$ cat config.mk
export PLATFORM = sky130hd
export DESIGN_NAME = map_color_solver
export DESIGN_NICKNAME = d
export VERILOG_FILES = /design/src/rtl/map_color_pkg.sv /design/src/rtl/map_coloring_check.sv /design/src/rtl/map_color_solver.sv
export SDC_FILE = /design/constraint.sdc
export NUM_CORES = 1
export LEC_CHECK = 0
export CELL_PAD_IN_SITES_DETAIL_PLACEMENT = 0
export CELL_PAD_IN_SITES_GLOBAL_PLACEMENT = 1
export CORE_ASPECT_RATIO = 1.2
export CORE_MARGIN = 3
export CORE_UTILIZATION = 46
export CTS_BUF_LIST = sky130_fd_sc_hd__clkbuf_8 sky130_fd_sc_hd__clkbuf_16
export DETAILED_ROUTE_END_ITERATION = 16
export GPL_TIMING_DRIVEN = 1
export PLACE_DENSITY = 0.86
export SLEW_MARGIN = 30
export SYNTH_ARGS = -nofsm -noshare
export SYNTH_HDL_FRONTEND = slang
export SYNTH_SLANG_ARGS = --single-unit
$ cat constraint.sdc
create_clock -name clk -period 10.8 [get_ports clk]
set_input_delay 1.08 -clock clk [delete_from_list [all_inputs] [get_ports clk]]
set_output_delay 1.08 -clock clk [all_outputs]
set_load 0.02 [all_outputs]
$ cat src/rtl/map_color_pkg.sv
// Shared constants for the 3x3 map-coloring solver: region indices, FSM states,
// the 13-edge adjacency list and the per-region lower-index neighbor masks.
package map_color_pkg;
    localparam int NUM_REGIONS = 9;
    localparam int NUM_EDGES   = 13;
    localparam int IDX_W       = 4;

    localparam logic [IDX_W-1:0] REG_A = 4'd0;
    localparam logic [IDX_W-1:0] REG_B = 4'd1;
    localparam logic [IDX_W-1:0] REG_C = 4'd2;
    localparam logic [IDX_W-1:0] REG_D = 4'd3;
    localparam logic [IDX_W-1:0] REG_E = 4'd4;
    localparam logic [IDX_W-1:0] REG_F = 4'd5;
    localparam logic [IDX_W-1:0] REG_G = 4'd6;
    localparam logic [IDX_W-1:0] REG_H = 4'd7;
    localparam logic [IDX_W-1:0] REG_I = 4'd8;

    typedef enum logic [1:0] {
        ST_IDLE,
        ST_TRY,
        ST_BACKTRACK,
        ST_DONE
    } state_e;

    localparam logic [IDX_W-1:0] EDGE_U [NUM_EDGES] = '{
        REG_A, REG_A, REG_B, REG_B, REG_C, REG_D, REG_D,
        REG_E, REG_E, REG_E, REG_F, REG_G, REG_H
    };
    localparam logic [IDX_W-1:0] EDGE_V [NUM_EDGES] = '{
        REG_B, REG_D, REG_C, REG_E, REG_E, REG_E, REG_G,
        REG_G, REG_H, REG_F, REG_I, REG_H, REG_I
    };

    // Bit j set means region j is an already-assigned neighbor of this region.
    localparam logic [NUM_REGIONS-1:0] LOWER_NBR [NUM_REGIONS] = '{
        9'b000000000,
        9'b000000001,
        9'b000000010,
        9'b000000001,
        9'b000001110,
        9'b000010000,
        9'b000011000,
        9'b001010000,
        9'b010100000
    };
endpackage

$ cat src/rtl/map_coloring_check.sv
// Full-map legality: valid is high when no edge joins two equal colors.
module map_coloring_check
    import map_color_pkg::*;
#(
    parameter int COLOR_W = 2
) (
    input  logic [NUM_REGIONS-1:0][COLOR_W-1:0] colors,
    output logic                                valid
);
    always_comb begin
        valid = 1'b1;
        for (int e = 0; e < NUM_EDGES; e++) begin
            if (colors[EDGE_U[e]] == colors[EDGE_V[e]]) valid = 1'b0;
        end
    end
endmodule

$ cat src/rtl/map_color_solver.sv
// Backtracking 3x3 map colorer: one candidate per TRY cycle, regions A..I in order,
// candidates checked only against already-assigned neighbors.
module map_color_solver
    import map_color_pkg::*;
#(
    parameter int COLOR_W = 2
) (
    input  logic               clk,
    input  logic               rst,
    input  logic               start,
    input  logic [COLOR_W-1:0] max_color,
    output logic [COLOR_W-1:0] A,
    output logic [COLOR_W-1:0] B,
    output logic [COLOR_W-1:0] C,
    output logic [COLOR_W-1:0] D,
    output logic [COLOR_W-1:0] E,
    output logic [COLOR_W-1:0] F,
    output logic [COLOR_W-1:0] G,
    output logic [COLOR_W-1:0] H,
    output logic [COLOR_W-1:0] I,
    output logic               busy,
    output logic               done,
    output logic               found,
    output logic               valid,
    output logic [15:0]        steps
);
    localparam logic [COLOR_W-1:0] COLOR_ONE = 1;

    state_e                              state_q, state_d;
    logic [NUM_REGIONS-1:0][COLOR_W-1:0] colors_q, colors_d;
    logic [IDX_W-1:0]                    idx_q, idx_d;
    logic [COLOR_W-1:0]                  max_q, max_d;
    logic                                found_q, found_d;
    logic [15:0]                         steps_q, steps_d;
    logic                                cand_legal;
    logic [IDX_W-1:0]                    idx_next, idx_prev;

    assign idx_next = idx_q + 4'd1;
    assign idx_prev = idx_q - 4'd1;

    always_ff @(posedge clk) begin
        if (rst) begin
            state_q  <= ST_IDLE;
            colors_q <= '0;
            idx_q    <= '0;
            max_q    <= '0;
            found_q  <= 1'b0;
            steps_q  <= '0;
        end else begin
            state_q  <= state_d;
            colors_q <= colors_d;
            idx_q    <= idx_d;
            max_q    <= max_d;
            found_q  <= found_d;
            steps_q  <= steps_d;
        end
    end

    always_comb begin
        cand_legal = 1'b1;
        for (int j = 0; j < NUM_REGIONS; j++) begin
            if (LOWER_NBR[idx_q][j] && colors_q[j] == colors_q[idx_q]) cand_legal = 1'b0;
        end
    end

    always_comb begin
        state_d  = state_q;
        colors_d = colors_q;
        idx_d    = idx_q;
        max_d    = max_q;
        found_d  = found_q;
        steps_d  = steps_q;
        case (state_q)
            ST_IDLE: begin
                if (start) begin
                    colors_d = '0;
                    idx_d    = '0;
                    max_d    = max_color;
                    steps_d  = '0;
                    found_d  = 1'b0;
                    state_d  = ST_TRY;
                end
            end
            ST_TRY: begin
                if (steps_q != 16'hFFFF) steps_d = steps_q + 16'd1;
                if (cand_legal) begin
                    if (idx_q == REG_I) begin
                        found_d = 1'b1;
                        state_d = ST_DONE;
                    end else begin
                        idx_d              = idx_next;
                        colors_d[idx_next] = '0;
                    end
                end else if (colors_q[idx_q] < max_q) begin
                    colors_d[idx_q] = colors_q[idx_q] + COLOR_ONE;
                end else begin
                    state_d = ST_BACKTRACK;
                end
            end
            ST_BACKTRACK: begin
                if (idx_q == REG_A) begin
                    found_d = 1'b0;
                    state_d = ST_DONE;
                end else begin
                    colors_d[idx_q] = '0;
                    idx_d           = idx_prev;
                    // The parent's color decides whether we resume or keep unwinding.
                    if (colors_q[idx_prev] < max_q) begin
                        colors_d[idx_prev] = colors_q[idx_prev] + COLOR_ONE;
                        state_d            = ST_TRY;
                    end
                end
            end
            ST_DONE: state_d = ST_IDLE;
            default: state_d = ST_IDLE;
        endcase
    end

    always_comb begin
        busy = (state_q == ST_TRY) || (state_q == ST_BACKTRACK);
        done = (state_q == ST_DONE);
    end

    assign A     = colors_q[REG_A];
    assign B     = colors_q[REG_B];
    assign C     = colors_q[REG_C];
    assign D     = colors_q[REG_D];
    assign E     = colors_q[REG_E];
    assign F     = colors_q[REG_F];
    assign G     = colors_q[REG_G];
    assign H     = colors_q[REG_H];
    assign I     = colors_q[REG_I];
    assign found = found_q;
    assign steps = steps_q;

    map_coloring_check #(.COLOR_W(COLOR_W)) u_check (
        .colors (colors_q),
        .valid  (valid)
    );
endmodule

==> impl_results.md, run 1 <==
* Status: complete, no violations
* Routed wire length per instance at 18.5 um
* Root Buffer: clkbuf_8
* CORE AREA at 8200 sq um
* Die ar. at 9690 sq um
* Row Count at 36
* Critical Path Sink Type: register
* Part of the power in registers at 0.355
* Internal power at 290 uW
* Input/output buffers at 42
* Final WS setup at 6.80 ns
* Vias in the first global route at 3553
* Slew Limit Fails at 0
* Final period util at 0.371
* Critical path fanouts, max at 13
* Critical R2R Capture: E[0]
* Post-route DRC at 0
* Drt first pass iters at 5
* Filler cell count at 812
* Final WL at 11300 um
* Initial core utilization at 0.479
* Hold buffers post-CTS at 0
* Width of the die at 90.4 um
* Grt ovf at 0
* FMAX at 250 MHz
* Worst hold path class: reg2reg
* FF-to-FF setup slack at 6.80 ns
* Initial antenna violation count at 0
* Worst-margin pin slew at 0.834 ns
* Hold path depth at 2
* Synth Register Bits at 43
* Synth Area per Inst at 8.06 sq um
* Final setup fails at 0
* Pwr dens at 118 nW/um^2
* HP Start: max_q[1]
* Routed Antenna Nets at 0
* Asr flop ratio synth at 0
* First-pass GRT wire length at 18200 um
* Pre-CTS setup slack at 6.47 ns
* Netlist cell types at 67
* Worst rel slew slack at 0.442
* Cells after Synth at 487
* Worst Skew at 0.00925 ns
* Period minus WS final at 4.00 ns
* Post-CTS setup buffer count at 0
* Clk sink count at 43
* Seq/Total Area, Yosys at 0.219
* CTS buffer count at 5
* Layout Nets at 519
* Syn Nets at 508
* Pin count of the biggest net entering global routing at 27
* Layout cells sized above 1 at 0.0802
* P&R area growth vs syn at 11.4%
* Critical Path Source Type: register
* Latest clock arrival within the worst-skew pair at 0.30 ns
* ANT cells at 0
* Max-cap violation count at 0
* Worst R2R Path Depth at 13
* I/O pins at 43
* Top cell type's share of synthesized area at 0.219
* Kind of critical path: reg2reg
* Sw Pwr at 228 uW
* Reg-to-Reg Start: idx_q[1]
* Clk slew on worst S/H paths at 0.09 ns
* Mapped Area at 3930 sq um
* Synth warnings at 0
* Comb power frac at 0.445
* Via Count at 3762
* Clk buf depth at 2
* Gpl congestion at 0.972
* Post-synth EDFFs at 0
* DR iter-0 viols at 279
* Switching Fraction at 0.441
* Crit path DAT at 4.20 ns
* Fin. Hold Viols at 0
* H-tree depth at 2
* Synth area leaders: dfxtp_1, xor2_1, a22o_1
* Post-detail-place hpwl at 8130 um
* Peak VDD IR at 65.4 uV
* Worst Hold End: max_q[1]
* Die height at 107 um
* Overall Global Routing Usage at 0.230
* Share of total power in the clock network at 0.200
* Synth Flop Type: dfxtp_1
* Synth area leader: dfxtp_1
* Leakage at 0.00163 uW
* Resize count post-CTS at 0
* Vias/cell at 6.14
* Setup TNS at 0 ns
* CTS tree: yes
* RSZ-0062 raised after global routing: no
* Worst Path Required at 11.00 ns
==> final cells by class <==
type / count / area [sq um] / share of cell area
multi-input combinational: 386 / 2790 / 0.637
sequential: 43 / 862 / 0.197
timing repair buffer: 43 / 428 / 0.0978
tap: 114 / 143 / 0.0326
inverter: 19 / 71.3 / 0.0163
clock buffer: 5 / 68.8 / 0.0157
clock inverter: 3 / 16.3 / 0.00372
==> cell families (layout without fill, tap and decap cells) <==
logic type	Yosys count	count (layout)	synth area share
and+or+nand+nor	167	167	0.220
muxes	25	25	0.0882
adders and majority gates	16	16	0.0510
buffers and inverters	58	70	0.0733
DFF	43	43	0.219
AOI/OAI and AO/OA	125	125	0.230
xor gates and xnor gates	53	53	0.118
==> routing by layer <==
| layer | GRT usage | up-vias | wire length (um) |
|---|---|---|---|
| li1 | - | 1781 | - |
| met1 | 0.298 | 1802 | 5010 |
| met2 | 0.398 | 152 | 5470 |
| met3 | 0.0288 | 27 | 587 |
| met4 | 0.0744 | 0 | 257 |
| met5 | 0 | - | 0 |
==> power by group through the flow <==
stage | Combinational [uW] | Sequential [uW] | Clock [uW]
global route | 251 | 186 | 113
global placement | 221 | 187 | 0
CTS | 227 | 184 | 105
detailed placement | 225 | 188 | 0
finish | 230 | 184 | 104
floorplan | 178 | 182 | 0
==> synth_stat cells, drive strengths merged (3+ instances only) <==
| cell | number |
|---|---|
| and2 | 10 |
| nor3 | 6 |
| mux2i | 14 |
| xor2 | 34 |
| nor2 | 28 |
| and3 | 7 |
| buf | 21 |
| o221ai | 9 |
| dfxtp | 43 |
| xnor2 | 19 |
| a21oi | 14 |
| a31oi | 3 |
| nor2b | 4 |
| clkbuf | 18 |
| nand4 | 14 |
| o22ai | 8 |
| inv | 19 |
| mux4 | 7 |
| o21ai | 42 |
| mux2 | 4 |
| a22o | 29 |
| nand2 | 54 |
| or3 | 4 |
| nand3 | 26 |
| ha | 16 |
==> worst max-delay path: stages, from the launching register on <==
cell and delay, ns:
dfxtp_1 0.70, inv_1 0.20, ha_1 0.48, mux4_2 0.35, mux2i_1 0.14, o21ai_0 0.14
ha_1 0.35, o21ai_0 0.07, nor4b_1 0.67, nand2_1 0.23, nand3_1 0.13, o21ai_0 0.09
a22o_1 0.18, a22o_1 0.17
==> placed cells by master, fill, tap and decap left out, drive strengths merged, types with 3 or more instances in the layout <==
cell type,netlist,final
clkdlybuf4s50,0,42
a21oi,14,14
a31oi,3,3
and3,7,7
nor2,28,28
xnor2,19,19
mux2,4,4
o22ai,8,8
clkbuf,18,5
mux2i,14,14
nor2b,4,4
nand4,14,14
o221ai,9,9
mux4,7,7
ha,16,16
inv,19,20
nand3,26,26
xor2,34,34
and2,10,10
o21ai,42,42
nand2,54,54
or3,4,4
nor3,6,6
dfxtp,43,43
a22o,29,29
==> sequential cells by signal, summed over array words and instances, names as in the netlist <==
| signal | count |
|---|---|
| G | 2 |
| F | 2 |
| idx_q | 4 |
| max_q | 2 |
| B | 2 |
| A | 2 |
| H | 2 |
| I | 2 |
| E | 2 |
| steps | 16 |
| C | 2 |
| found | 1 |
| D | 2 |
| state_q | 2 |
==> metrics by stage <==
stage	cell area (sq um)	util	hold WS [ns]	power, uW	instances
6_report	4370	0.534	0.468	518	613
5_1_grt	4370	0.534	0.518	550	613
4_1_cts	4370	0.533	0.470	515	613
3_5_place_dp	4290	0.523	0.457	413	605
3_3_place_gp	4280	0.522	0.447	408	605
2_1_floorplan	3930	-	0.436	359	487
==> worst max-delay path by stage <==
| stage | from | to | slack, ns | cells past startpoint |
|---|---|---|---|---|
| global route | idx_q[1] | E[0] | 6.43 | 13 |
| detailed placement | idx_q[0] | E[0] | 6.47 | 13 |
| finish | idx_q[1] | E[0] | 6.80 | 13 |
| CTS | idx_q[0] | E[0] | 6.44 | 13 |
| global placement | idx_q[0] | G[0] | 6.62 | 13 |
| floorplan | idx_q[0] | E[0] | 7.12 | 18 |
Note: power is estimated with default switching activity, not from simulation.
==> run 2: changes to the inputs <==
--- a/config.mk
+++ b/config.mk
@@ -9,11 +9,11 @@
 export CELL_PAD_IN_SITES_GLOBAL_PLACEMENT = 1
 export CORE_ASPECT_RATIO = 1.2
 export CORE_MARGIN = 3
-export CORE_UTILIZATION = 46
+export CORE_UTILIZATION = 39
 export CTS_BUF_LIST = sky130_fd_sc_hd__clkbuf_8 sky130_fd_sc_hd__clkbuf_16
 export DETAILED_ROUTE_END_ITERATION = 16
 export GPL_TIMING_DRIVEN = 1
-export PLACE_DENSITY = 0.86
+export PLACE_DENSITY = 0.78
 export SLEW_MARGIN = 30
 export SYNTH_ARGS = -nofsm -noshare
 export SYNTH_HDL_FRONTEND = slang
==> constraint.sdc (replaced) <==
create_clock -name clk -period 3.2 [get_ports clk]
set_input_delay 0.32 -clock clk [delete_from_list [all_inputs] [get_ports clk]]
set_output_delay 0.32 -clock clk [all_outputs]
set_load 0.02 [all_outputs]
==> run 2 against run 1 <==
Effect of this change:
- die area up 17%
- highest routed layer unchanged
- largest power group unchanged
- critical endpoint is now idx_q[0]
- cell count rose by 14%
- routed wire length is 20% higher
- global-route usage grew 0.66 points
- non-clock buffer count rose by 78
- core utilization up 0.98 points
==> impl_results.md, run 2 (synthesis results as in run 1) <==
* DR iter-0 viols at 317 (+14%)
* Max-cap violation count at 0 (unchanged)
* Die ar. at 11300 sq um (+17%)
* Routed wl met2 at 6770 um (+24%)
* Routed wire length per instance at 19.4 um (+4.9%)
* RSZ-0062 raised after global routing: yes
* Final WS setup at 0.00905 ns (-6.79 ns)
* Final setup fails at 0 (unchanged)
* Worst Skew at 0.00263 ns (-0.00662 ns)
* Period minus WS final at 3.19 ns (-0.811 ns)
* Die height at 116 um (+8.1%)
* Worst Path Required at 3.40 ns (-7.60 ns)
* Grt ovf at 0 (unchanged)
* Crit path DAT at 3.39 ns (-0.81 ns)
* Worst hold path class: reg2reg
* Fin cells at 699 (+14%)
* Vias in the first global route at 4046 (+14%)
* Worst rel slew slack at 0.577 (+0.135)
* Final WL at 13500 um (+20%)
* CTS tree: yes
* FMAX at 313 MHz (+25%)
* ANT cells at 0 (unchanged)
* Pwr dens at 422 nW/um^2 (+260%)
* Pre-CTS setup slack at -0.0422 ns (-6.51 ns)
* Input/output buffers at 42 (unchanged)
* Post-route DRC at 0 (unchanged)
* Kind of critical path: reg2reg
* Final period util at 0.997 (+0.627)
* Post-Route M1 WL at 5320 um (+6.3%)
* Width of the die at 97.6 um (+8.0%)
* Pin count of the biggest net entering global routing at 26 (-3.7%)
* Initial core utilization at 0.407 (-0.0726)
* Max reg flops at 16 (unchanged)
* Critical Path Source Type: register
* Fin. Hold Viols at 0 (unchanged)
* Status: complete, no violations
* Most frequent cells in the layout: buf_4, nand2_1, clkdlybuf4s50_1
* Post-detail-place hpwl at 10100 um (+24%)
* Critical Path Sink Type: register
* H-tree depth at 2 (unchanged)
* Root Buffer: clkbuf_16
* Via Count at 4165 (+11%)
* Leakage at 0.00210 uW (+29%)
* Initial antenna violation count at 0 (unchanged)
* Overall Power at 2220 uW (+330%)
* Gpl congestion at 0.942 (-3.1%)
* Most common cell after layout, fill and taps aside: buf_4
* CORE AREA at 9660 sq um (+18%)
* Clk buf depth at 2 (unchanged)
* Routed wl met3 at 685 um (+17%)
* Layout cells sized above 1 at 0.250 (+0.170)
* Layout Nets at 597 (+15%)
* Latest clock arrival within the worst-skew pair at 0.28 ns (-0.02 ns)
* Worst R2R Path Depth at 10 (-3)
* Hold path depth at 2 (unchanged)
* DR top layer: met4
* Vias/cell at 5.96 (-2.9%)
* Critical path fanouts, max at 7 (-6)
* Clk slew on worst S/H paths at 0.06 ns (-0.03 ns)
* I/O pins at 43 (unchanged)
* Placed Cells at 687 (+14%)
* Overall Global Routing Usage at 0.237 (+0.00659)
* P&R area growth vs syn at 33.7%
* Peak VDD IR at 226 uV (+250%)
* CTS buffer count at 5 (unchanged)
* First-pass GRT wire length at 21300 um (+17%)
* Slew Limit Fails at 0 (unchanged)
* Drt first pass iters at 5 (unchanged)
* Routed Antenna Nets at 0 (unchanged)
* Worst-margin pin slew at 0.635 ns (-0.200 ns)
* Row Count at 39 (+8.3%)
* Clk sink count at 43 (unchanged)
[run 2: cell type report]
cell class,instances,area [sq um]
timing repair buffer,121,1040
inverter,19,71.3
clock inverter,2,33.8
sequential,43,866
clock buffer,5,125
multi-input combinational,386,2960
tap,123,154
fill,899,4410
[run 2: worst max-delay path, cell delays in order, from the launching register on]
cell and delay, ns:
dfxtp_4 0.40, mux4_2 0.51, nand2_2 0.12, nand3_4 0.15, xnor2_2 0.18, a32o_2 0.26, a2111oi_4 0.43, o22ai_4 0.18
o21a_1 0.21, or4_4 0.49, a21oi_4 0.17
[run 2: final timing paths]
kind	startpoint	endpoint	slack (ns)
hold reg to reg	max_q[1]	max_q[1]	0.47
setup reg to reg	idx_q[0]	idx_q[0]	0.009
hold / removal	max_q[1]	max_q[1]	0.47
setup / recovery	idx_q[0]	idx_q[0]	0.009
[run 2: what timing repair did]
item,in CTS,in global routing
pin swaps,0,9
setup endpoints to repair,17,21
gates resized for setup,3,35
hold buffers,0,0
setup buffers,0,6
[run 2: stage by stage]
stage	util	TNS [ns]	hold WS [ns]	cell area (sq um)
2_1_floorplan	-	0	0.436	3970
3_3_place_gp	0.506	0	0.448	4880
3_5_place_dp	0.506	-0.159	0.465	4880
4_1_cts	0.524	0	0.474	5060
5_1_grt	0.543	-0.872	0.501	5250
6_report	0.543	0	0.469	5250
[run 2: power breakdown]
part | total [uW] | internal, uW | switching, uW
Sequential | 602 | 565 | 36.3
Clock | 564 | 361 | 203
Combinational | 1050 | 441 | 610
[run 2: routing by layer]
layer	vias to the layer above	track usage
met3	50	0.0313
met5	-	0
met2	184	0.435
li1	1941	-
met4	0	0.120
met1	1990	0.270
==> RTL edit 1, RTL diff (settings of run 1) <==
One comparison of `idx_q` changes from == to >=.
--- a/src/rtl/map_color_solver.sv
+++ b/src/rtl/map_color_solver.sv
@@ -84,7 +84,7 @@
             ST_TRY: begin
                 if (steps_q != 16'hFFFF) steps_d = steps_q + 16'd1;
                 if (cand_legal) begin
-                    if (idx_q == REG_I) begin
+                    if (idx_q >= REG_I) begin
                         found_d = 1'b1;
                         state_d = ST_DONE;
                     end else begin
Check against the original RTL: no difference found for any inputs over 4 cycles, from zero or initial values and one cycle with rst high; that may be too few to reach the edited logic, so the function may still have changed.
==> RTL edit 1 against run 1 <==
Fmax decreased by 3.6%; wire length rose by 16%; non-clock buffer count increased by 4; clock power rose by 11%; final cell count is 4.1% higher; die area grew 1.9%; sequential cell count did not move; cell area is 2.6% higher; synthesized area up 2.0%; via count rose by 5.5%; power is 20% higher; setup slack got worse by 0.15 ns; hold slack better by 0.012 ns; critical path depth fell by 5.
==> RTL edit 1: results (changes against run 1) <==
outcome=complete, no violations; Synth Area in Adders=5.309% (+0.21 points); worst r2r dst=C[0]; Fin Clk Skew=0.01160 ns (+0.002352 ns); global-route wire length before repair=20.53 mm (+13%); Post-Synth XOR/XNOR Area=10.06% (-1.8 points); Clk Latency, worst-skew pair=0.33 ns (+0.03 ns); # fillers=833 (+2.6%); reg2reg setup slack=6.65 ns (-0.15 ns); Placed Instances=630 (+4.1%); Slew headroom=43.62% (-0.57 points); Worst Path Max Fanout=18 (+5); routability cong.=1.009 (+3.8%); vias in the first global route=3895 (+9.6%); Iter 0 DRT Violations=238 (-15%); Worst IR Drop VDD=0.1274 mV (+95%); Syn Inst Count=514 (+5.5%); vias per cell=6.221 (+1.4%); Synth Net Count=536 (+5.5%); Synth Area in Compound Gates=24.20% (+1.2 points); synth top area cells=dfxtp_1, xor2_1, mux2i_1; library cells used by synthesis=61 (-9.0%); share of layout cells above drive strength 1=6.870% (-1.1 points); Pleak=1.584 nW (-2.9%); post-synthesis mux area share=10.18% (+1.4 points)
RTL edit 1: cell count changes after synthesis, sizes merged, moves of 11 or more:
cell,before,now
mux2i,14,25
a22o,29,0
inv,19,30
a211oi,2,13
a31oi,3,17
o21ai,42,31
clkbuf,18,29
o32ai,0,20
nand2,54,66
RTL edit 1: report_power, final:
part           leakage [nW]  switching [mW]  internal [mW]
Clock                0.0408          0.0683         0.0464
Sequential            0.348          0.0193          0.170
Combinational          1.20           0.215          0.102
Total                  1.58           0.302          0.318
RTL edit 1: kinds of logic after synthesis:
family,Yosys count
simple gates,165
xor+xnor,46
fa+ha+maj,17
mux,33
flops,43
compound gates,135
buf+inv,75
RTL edit 1: worst max-delay path by stage:
| stage | cells past startpoint | end | slack (ns) |
|---|---|---|---|
| finish | 8 | C[0] | 6.65 |
| global route | 9 | E[1] | 6.51 |
| CTS | 9 | C[0] | 6.61 |
| detailed placement | 8 | C[0] | 6.62 |
| global placement | 9 | H[0] | 6.75 |
| floorplan | 14 | state_q[1] | 7.42 |
RTL edit 1: cell type report:
class	instances	area, um2	share of cell area (%)
clock buffers	5	68.82	1.533
clock inverters	3	23.77	0.5295
inverters	30	112.6	2.508
multi-input cells	396	2821	62.85
flip-flops and latches	43	862.1	19.20
well taps	114	142.6	3.177
repair buffers	47	457.9	10.20
RTL edit 1: critical path: cells and delay by family (launching register included):
kind	cells	cell delay, ns
and+or+nand+nor	3	1.35
AOI/OAI and AO/OA	3	1.12
DFF	1	0.69
muxes	1	0.56
xor gates and xnor gates	1	0.26
RTL edit 1: stage by stage:
stage	hold slack, ns	utilization (%)	instance area [um2]	power [mW]	setup slack [ns]
final	0.4805	54.17	4489	0.6203	6.650
after global routing	0.5053	54.17	4489	0.6567	6.506
after CTS	0.4813	54.12	4486	0.6208	6.605
after detailed placement	0.4628	53.00	4393	0.5063	6.624
after global placement	0.4508	52.96	4389	0.5009	6.750
after floorplan	0.4363	-	4006	0.4196	7.422
RTL edit 1: routing by layer:
| metal | vias up | part of all wire (%) | global-route usage, % |
|---|---|---|---|
| met1 | 1890 | 41 | 30.63 |
| met5 | - | 0 | 0 |
| met4 | 0 | 4.1 | 12.50 |
| met3 | 31 | 4.5 | 3.897 |
| li1 | 1910 | - | - |
| met2 | 138 | 51 | 48.55 |
==> RTL edit 2, RTL diff (flow settings as in run 1) <==
Made on the original files. Make the reset (`rst`) asynchronous in one clocked block.
--- a/src/rtl/map_color_solver.sv
+++ b/src/rtl/map_color_solver.sv
@@ -38,7 +38,7 @@
     assign idx_next = idx_q + 4'd1;
     assign idx_prev = idx_q - 4'd1;
 
-    always_ff @(posedge clk) begin
+    always_ff @(posedge clk or posedge rst) begin
         if (rst) begin
             state_q  <= ST_IDLE;
             colors_q <= '0;
Function: differs if rst is asserted again (counterexample within 4 cycles, from zero or initial values and one cycle with rst high); with rst held inactive, the same outputs for 4 cycles.
==> RTL edit 2 against run 1 <==
Via count is 5.9% higher; synthesized area is 2.9% higher; critical path depth is 4 lower; setup slack worse by 0.24 ns; wire length is 9.8% higher; final cell count is 1.3% higher; synthesized cell count is 1.4% higher; critical path type unchanged; sequential cell count stayed put; cell area is 3.5% higher.
Power is not compared: it rests on default switching activity, and its combinational part moved more than twofold at a synthesized area within 25%.
==> RTL edit 2: results (changes against run 1) <==
slowest CP cell=dfrtp_1; Synth Net Count=516 (+1.6%); # fillers=802 (-1.2%); library cells used by synthesis=61 (-9.0%); met1 usage=30.53% (+0.77 points); Comb group=about 0.61 mW; wire length per cell=20.01 um (+8.3%); DR pass1 iterations=5 (unchanged); sequential-to-total area share from yosys stat=26.63% (+4.7 points); M3 GR Usage=4.072% (+1.2 points); Post-DP Area=4443 um2 (+3.7%); Fin Clk Skew=0.007614 ns (-0.001635 ns); Async SR Flop Fraction=100.0% (+100 points); routability cong.=0.9350 (-3.8%); synth top area cells=dfrtp_1, xor2_1, nand2_1; outcome=complete, no violations; Nets=528 (+1.7%); share of layout cells above drive strength 1=5.917% (-2.1 points); Resized Gates After CTS=0 (unchanged); vias per cell=6.417 (+4.6%); CP top delay family=compound AO/OA/AOI/OAI gates; Multi-input gate area=2714 um2 (-2.6%); GR Util All Layers=25.28% (+2.3 points); Clk Latency, worst-skew pair=0.30 ns (about the same); Worst Path Max Fanout=18 (+5); Switch Pwr=about 0.53 mW; main flop type after synthesis=dfrtp_1; Slew headroom=33.06% (-11 points); Arrival @ worst endpoint=4.42 ns (+0.22 ns); vias in the first global route=3761 (+5.9%); top cells by count, synth=nand2_1, dfrtp_1, o21ai_0, xor2_1; largest net degree at the start of global routing=44 (+63%); global-route wire length before repair=20.05 mm (+10%); Final HPWL DP=8.700 mm (+7.0%); number of warnings issued by yosys=0 (unchanged); Iter 0 DRT Violations=386 (+38%); total CTS buffers=5 (unchanged); met2 Resource Use GR=43.86% (+4.0 points)
## RTL edit 2: cell count changes in the layout (fill, tap and decap cells not counted), moves of 9 or more
cell	run 1	this run
dfrtp_1	0	43
dfxtp_1	42	0
a22o_1	29	1
nand2_1	52	74
o2bb2ai_1	0	18
xnor2_1	19	5
nand3_1	24	13
a22oi_1	0	9
o21ai_0	33	42
## RTL edit 2: final timing paths
kind	start	cells after the start	slack, ns	end
min reg2reg	found	1	0.50	found
min in group asynchronous	rst	3	1.22	I[1]
max reg2reg	idx_q[1]	9	6.55	E[1]
max in group asynchronous	rst	3	9.19	found
max	idx_q[1]	9	6.55	E[1]
min	found	1	0.50	found
## RTL edit 2: stage by stage
step                      hold slack (ns)  total power, mW  worst slack, ns  instances
after floorplan                    0.4793           0.6820            7.358        494
after global placement             0.4874           0.8369            6.602        613
after detailed placement           0.4851           0.8477            6.603        613
after CTS                          0.5080           0.9556            6.588        621
after global routing               0.5275            1.022            6.310        621
final                              0.4992           0.9591            6.553        621
## RTL edit 2: final cells by class
cell class | instances | area share [%]
Clock inverter | 3 | 0.3592
Timing Repair Buffer | 45 | 9.782
Sequential cell | 43 | 23.76
Inverter | 18 | 1.492
Tap cell | 114 | 3.150
Clock buffer | 5 | 1.520
Multi-Input combinational cell | 393 | 59.93
## RTL edit 2: routing by layer
layer  routed length [um]  vias up
li1                     -     1829
met1                 4964     1916
met2                 5996      190
met3                  834       50
met4                  631        0
met5                    0        -
## RTL edit 2: kinds of logic after synthesis
logic type,after synthesis,share of synthesized area (%)
simple gates,166,19.60
buf+inv,58,6.223
compound gates,142,24.92
mux,26,8.266
flops,43,26.63
fa+ha+maj,17,5.263
xor+xnor,42,9.102
